==> config.mk <==
export PLATFORM = sky130hd
export DESIGN_NAME = ex_muldiv_unit
export DESIGN_NICKNAME = d
export VERILOG_FILES = /design/src/rtl/udlx_muldiv_pkg.sv /design/src/rtl/ex_muldiv_unit.sv
export SDC_FILE = /design/constraint.sdc
export NUM_CORES = 1
export LEC_CHECK = 0
export CAP_MARGIN = 40
export CORE_MARGIN = 8
export CORE_UTILIZATION = 65
export DETAILED_ROUTE_END_ITERATION = 10
export GPL_ROUTABILITY_DRIVEN = 0
export PLACE_DENSITY_LB_ADDON = 0.1
export SETUP_SLACK_MARGIN = 0.4
export SKIP_CTS_REPAIR_TIMING = 1
export SLEW_MARGIN = 10
export SYNTH_ARGS = -nofsm -noshare
export SYNTH_HDL_FRONTEND = slang
export SYNTH_SLANG_ARGS = --single-unit
==> constraint.sdc <==
create_clock -name clk -period 9.1 [get_ports clk]
set_input_delay 0.91 -clock clk [delete_from_list [all_inputs] [get_ports clk]]
set_output_delay 0.91 -clock clk [all_outputs]
set_load 0.005 [all_outputs]
==> src/rtl/udlx_muldiv_pkg.sv <==
// Shared encodings for the execute-stage multiply/divide unit.
// Operation codes match op_in as produced by the execute-stage decode.
package udlx_muldiv_pkg;

  localparam logic [1:0] MD_MULT  = 2'd0;
  localparam logic [1:0] MD_MULTU = 2'd1;
  localparam logic [1:0] MD_DIV   = 2'd2;
  localparam logic [1:0] MD_DIVU  = 2'd3;

  localparam logic [1:0] MD_IDLE  = 2'd0;
  localparam logic [1:0] MD_CALC  = 2'd1;
  localparam logic [1:0] MD_FIX   = 2'd2;

endpackage

==> src/rtl/ex_muldiv_unit.sv <==
// Iterative 32x32 multiply / 32/32 divide for the execute stage.
// Works on magnitudes; signs are restored in the FIX cycle.
module ex_muldiv_unit
  import udlx_muldiv_pkg::*;
#(
  parameter int DATA_WIDTH = 32
) (
  input  logic                  clk,
  input  logic                  rst,
  input  logic                  flush_in,
  input  logic                  start_in,
  input  logic [1:0]            op_in,
  input  logic [DATA_WIDTH-1:0] operand_a_in,
  input  logic [DATA_WIDTH-1:0] operand_b_in,
  output logic                  busy_out,
  output logic                  stall_out,
  output logic                  done_out,
  output logic [DATA_WIDTH-1:0] result_lo_out,
  output logic [DATA_WIDTH-1:0] result_hi_out,
  output logic                  div_by_zero_out
);

  localparam int W  = DATA_WIDTH;
  localparam int CW = $clog2(DATA_WIDTH);

  function automatic logic [W-1:0] neg_w(input logic [W-1:0] x);
    return ~x + W'(1);
  endfunction

  function automatic logic [2*W-1:0] neg_dw(input logic [2*W-1:0] x);
    return ~x + (2*W)'(1);
  endfunction

  logic [1:0]     state_r, state_nxt_s;
  logic [CW-1:0]  cnt_r;
  logic           is_div_r, neg_res_r, neg_rem_r, dz_r;
  logic [2*W-1:0] acc_r;
  logic [W:0]     rem_r;
  logic [W-1:0]   mcand_r;
  logic           busy_r, done_r, dz_out_r;
  logic [W-1:0]   lo_r, hi_r;

  logic           is_signed_s, is_div_s, b_zero_s, start_ok_s;
  logic [W-1:0]   abs_a_s, abs_b_s;
  logic [W:0]     add_s;
  logic [W:0]     rem_sh_s;
  logic [W+1:0]   diff_s;
  logic [2*W-1:0] prod_s;
  logic [W-1:0]   fix_lo_s, fix_hi_s;

  // Operand decode and per-step arithmetic for both datapaths
  always_comb begin
    is_signed_s = (op_in == MD_MULT) || (op_in == MD_DIV);
    is_div_s    = op_in[1];
    b_zero_s    = (operand_b_in == '0);
    start_ok_s  = start_in && (state_r == MD_IDLE) && !flush_in;
    abs_a_s     = (is_signed_s && operand_a_in[W-1]) ? neg_w(operand_a_in) : operand_a_in;
    abs_b_s     = (is_signed_s && operand_b_in[W-1]) ? neg_w(operand_b_in) : operand_b_in;
    add_s       = {1'b0, acc_r[2*W-1:W]} + (acc_r[0] ? {1'b0, mcand_r} : {(W+1){1'b0}});
    rem_sh_s    = {rem_r[W-1:0], acc_r[W-1]};
    diff_s      = {1'b0, rem_sh_s} - {2'b00, mcand_r};
  end

  // Sign restoration and result selection for the FIX cycle
  always_comb begin
    prod_s = neg_res_r ? neg_dw(acc_r) : acc_r;
    if (dz_r) begin
      fix_lo_s = '1;
      fix_hi_s = neg_rem_r ? neg_w(acc_r[W-1:0]) : acc_r[W-1:0];
    end else if (is_div_r) begin
      fix_lo_s = neg_res_r ? neg_w(acc_r[W-1:0]) : acc_r[W-1:0];
      fix_hi_s = neg_rem_r ? neg_w(rem_r[W-1:0]) : rem_r[W-1:0];
    end else begin
      fix_lo_s = prod_s[W-1:0];
      fix_hi_s = prod_s[2*W-1:W];
    end
  end

  // Next-state logic; flush always returns to IDLE
  always_comb begin
    state_nxt_s = MD_IDLE;
    case (state_r)
      MD_IDLE: begin
        if (start_ok_s) begin
          state_nxt_s = (is_div_s && b_zero_s) ? MD_FIX : MD_CALC;
        end else begin
          state_nxt_s = MD_IDLE;
        end
      end
      MD_CALC: begin
        if (flush_in) begin
          state_nxt_s = MD_IDLE;
        end else if (cnt_r == '0) begin
          state_nxt_s = MD_FIX;
        end else begin
          state_nxt_s = MD_CALC;
        end
      end
      MD_FIX:  state_nxt_s = MD_IDLE;
      default: state_nxt_s = MD_IDLE;
    endcase
  end

  // FSM, datapath and output registers
  always_ff @(posedge clk or posedge rst) begin
    if (rst) begin
      state_r   <= MD_IDLE;
      cnt_r     <= '0;
      is_div_r  <= 1'b0;
      neg_res_r <= 1'b0;
      neg_rem_r <= 1'b0;
      dz_r      <= 1'b0;
      acc_r     <= '0;
      rem_r     <= '0;
      mcand_r   <= '0;
      busy_r    <= 1'b0;
      done_r    <= 1'b0;
      dz_out_r  <= 1'b0;
      lo_r      <= '0;
      hi_r      <= '0;
    end else begin
      state_r  <= state_nxt_s;
      busy_r   <= (state_nxt_s != MD_IDLE);
      done_r   <= 1'b0;
      dz_out_r <= 1'b0;
      case (state_r)
        MD_IDLE: begin
          if (start_ok_s) begin
            is_div_r  <= is_div_s;
            neg_res_r <= is_signed_s && (operand_a_in[W-1] ^ operand_b_in[W-1]);
            neg_rem_r <= (op_in == MD_DIV) && operand_a_in[W-1];
            dz_r      <= is_div_s && b_zero_s;
            cnt_r     <= CW'(W - 1);
            mcand_r   <= is_div_s ? abs_b_s : abs_a_s;
            acc_r     <= {{W{1'b0}}, (is_div_s ? abs_a_s : abs_b_s)};
            rem_r     <= '0;
          end
        end
        MD_CALC: begin
          if (!flush_in) begin
            cnt_r <= cnt_r - CW'(1);
            if (is_div_r) begin
              // Restoring step: keep the subtraction only when it does not borrow
              rem_r <= diff_s[W+1] ? rem_sh_s : diff_s[W:0];
              acc_r <= {acc_r[2*W-1:W], acc_r[W-2:0], ~diff_s[W+1]};
            end else begin
              acc_r <= {add_s, acc_r[W-1:1]};
            end
          end
        end
        MD_FIX: begin
          if (!flush_in) begin
            lo_r     <= fix_lo_s;
            hi_r     <= fix_hi_s;
            done_r   <= 1'b1;
            dz_out_r <= dz_r;
          end
        end
        default: begin
          state_r <= MD_IDLE;
        end
      endcase
    end
  end

  assign busy_out        = busy_r;
  assign stall_out       = busy_r | start_ok_s;
  assign done_out        = done_r;
  assign result_lo_out   = lo_r;
  assign result_hi_out   = hi_r;
  assign div_by_zero_out = dz_out_r;

endmodule
==> metrics.cfg <==
[setup_path]
slowest_delay_ns=0.71
path_class=reg -> reg
critPathSlowestCell=inv_1
end_kind=flop
worst_ep_required_time_ns=9.49
r2r_cells=13
arrival_ns=4.88
crit_path_cell_trace=inv_1 -> nor2_1 -> ha_1 -> a211oi_1 -> nor2_1 -> o311ai_0 -> a21oi_1 -> o31ai_1 -> a21oi_1 -> or2_2 -> a221oi_1 -> xnor2_1 -> a22o_1
worstPathMaxFanout=31
cp-start-kind=flop

[yosys]
yosys.area.top_type=dfrtp_1
synth_cell_types=69
syn_nets=2204
syn_area_um2=16490
synth_edf_count=0
ys.flop_type=dfrtp_1
avgSynthCellArea_um2=7.996
synth-seq-area-share_pct=31.26
ys_warn_count=0
async_flop_share_pct=100.0
synthTopCellsByArea=dfrtp_1, xnor2_1, xor2_1
synth.ff_latch_count=206
synth_top_area_share_pct=31.26
synth_cells=2062

[final_layout]
drive_above_1_share_pct=4.807
stdcell_area_um2=18740
n_antenna_cell=0
nNetsFinal=2248
syn2layout_area_growth_pct=13.65

[routing]
dr.pass1.iters=8
first_iter_violations=1915
routed-via-count=16150
viasPerCell=6.584
ant_nets=0
routedWlPerCell_um=21.11
drc_errors=0
wl_met3_um=5612
wl_met1_um=21600
wirelength_um=51760
wl_met2_um=22100
top_layer_used=met4

[sta]
period_needed_ns=4.490
finalHoldViolCount=0
finalSetupViolations=0
fin_ws_ns=4.610
finClkSkew_ns=0.02108
fin_crit_sh_pct=49.34
rsz0062_at_grt=false
setup_tns_ns=0
worst_pin_slew_ns=0.9213
report.final.slew_viol_count=0
max_freq_mhz=222.7
slew_headroom_pct=38.45

[cts]
insertion_delay_ns=0.51
ctsRootBufferMaster=clkbuf_16
clk_pin_slew_ns=0.06
cts_made_buffers=23
cts_tree=built
cts.sinks=206
cts_max_level=1
cts_buffer_depth=3

[global_route]
grt_first_pass_wirelength_um=81210
overflow=0
grt_pass1_vias=14700
grt_max_degree=83
grtUsageTotal_pct=32.71
antenna_found_initial=0

[place]
place_hpwl_um=39480
place.port_buffers=137
pre_cts_ws_ns=4.749
dpl-instance-area_um2=17970

[floorplan]
core_area_um2=25040
core.rowCount=58
num_io_pins=138
start_util_pct=65.86
die_w_um=175.3
fp.dieH_um=175.3
die_area_um2=30720

[pwr]
powerDensity_nw_per_um2=186.8
ir_drop_mv=0.1225
p_leak_nw=8.252
swShare_pct=39.76
intPower_mw=2.109
p_switching_mw=1.392
seq_power_share_pct=35.5
pwr-share-clk_pct=27.1
comb_power_share_pct=37.5

[run]
drv_cap=0

[status]
status=finished, final reports clean

[min_path]
min_path_type=reg -> reg
whs_path_depth=2

-- registers in the layout (all words and copies together) (netlist names), 2 cells and up --
| register | count |
|---|---|
| result_lo_out | 32 |
| result_hi_out | 32 |
| rem_r | 32 |
| mcand_r | 32 |
| state_r | 2 |
| acc_r | 64 |
| cnt_r | 5 |
-- cells by family (layout without fill, tap and decap cells) --
family	count (synthesis)	count (layout)	synth area share, %
adders and majority gates	72	72	5.555
AOI/OAI and AO/OA	644	644	24.42
muxes	63	63	3.878
buffers and inverters	213	273	4.978
xor gates and xnor gates	231	231	12.27
and+or+nand+nor	633	633	17.64
DFF	206	206	31.26
-- cells in the final DEF (no fill, tap or decap), types with 19 or more instances in the layout --
master | synthesis | final
ha_1 | 70 | 70
a21o_1 | 26 | 26
clkdlybuf4s50_1 | 0 | 136
mux2i_1 | 56 | 56
a22o_1 | 32 | 32
nand2b_1 | 20 | 20
o41ai_1 | 19 | 19
a21oi_1 | 192 | 192
clkbuf_16 | 0 | 23
or3_1 | 27 | 27
dfrtp_1 | 206 | 204
xnor2_1 | 116 | 116
nor2_1 | 204 | 203
buf_4 | 0 | 20
nand2_1 | 227 | 227
o21ai_0 | 182 | 182
xor2_1 | 115 | 115
nor3_1 | 35 | 35
inv_1 | 66 | 65
o31ai_1 | 36 | 36
-- routing by layer --
layer	vias up	global-route usage [%]
li1	7446	-
met1	7608	46.52
met2	969	47.51
met3	122	6.485
met4	0	14.45
met5	-	0
-- worst max-delay path, delay by kind of cell, from the launching register on --
family | cells | cell delay (ns)
AOI/OAI and AO/OA | 7 | 2.18
xor gates and xnor gates | 1 | 0.10
adders and majority gates | 1 | 0.28
buffers and inverters | 1 | 0.71
DFF | 1 | 0.51
and+or+nand+nor | 3 | 0.58
-- metrics by stage --
step	util [%]	hold slack (ns)	instances	total power, mW
floorplan	-	0.4498	2062	2.132
global placement	71.39	0.4505	2403	2.475
detailed placement	71.79	0.4714	2411	2.515
CTS	74.85	0.4850	2452	3.463
global route	74.85	0.5145	2452	3.667
finish	74.85	0.4765	2452	3.501
-- cells in the mapped netlist (all sizes together) (15+ instances only) --
cell type	count
a21o	26
a21oi	192
a22o	32
a31oi	16
buf	17
clkbuf	127
dfrtp	206
ha	70
inv	67
mux2i	56
nand2	227
nand2b	21
nand3	18
nor2	204
nor3	35
nor4	15
o211ai	17
o21ai	190
o31ai	38
o41ai	19
or3	30
or4	23
xnor2	116
xor2	115
-- path summary, 6_finish.rpt --
path / slack, ns / from / endpoint
setup / recovery: 4.61 / acc_r[0] / acc_r[58]
hold / removal: 0.48 / result_hi_out[28] / result_hi_out[28]
setup reg to reg: 4.61 / acc_r[0] / acc_r[58]
hold reg to reg: 0.48 / result_hi_out[28] / result_hi_out[28]
max in group asynchronous: 6.97 / rst / neg_res_r
min in group asynchronous: 0.83 / rst / result_lo_out[8]
-- cell type report --
cell class	count	area (um^2)
multi-input combinational	1643	10540
fill	1920	6297
sequential	206	5157
timing repair buffer	163	1600
clock buffer	31	655.6
tap	330	412.9
inverter	69	266.5
clock inverter	10	110.1
-- power groups by stage --
| stage | clock, mW | sequential (mW) | combinational (mW) |
|---|---|---|---|
| 3_3_place_gp | 0 | 1.24 | 1.24 |
| 2_1_floorplan | 0 | 1.11 | 1.02 |
| 3_5_place_dp | 0 | 1.24 | 1.27 |
| 4_1_cts | 0.950 | 1.23 | 1.28 |
| 6_report | 0.948 | 1.24 | 1.31 |
| 5_1_grt | 0.988 | 1.25 | 1.43 |
Power figures use the tool's default switching activity.
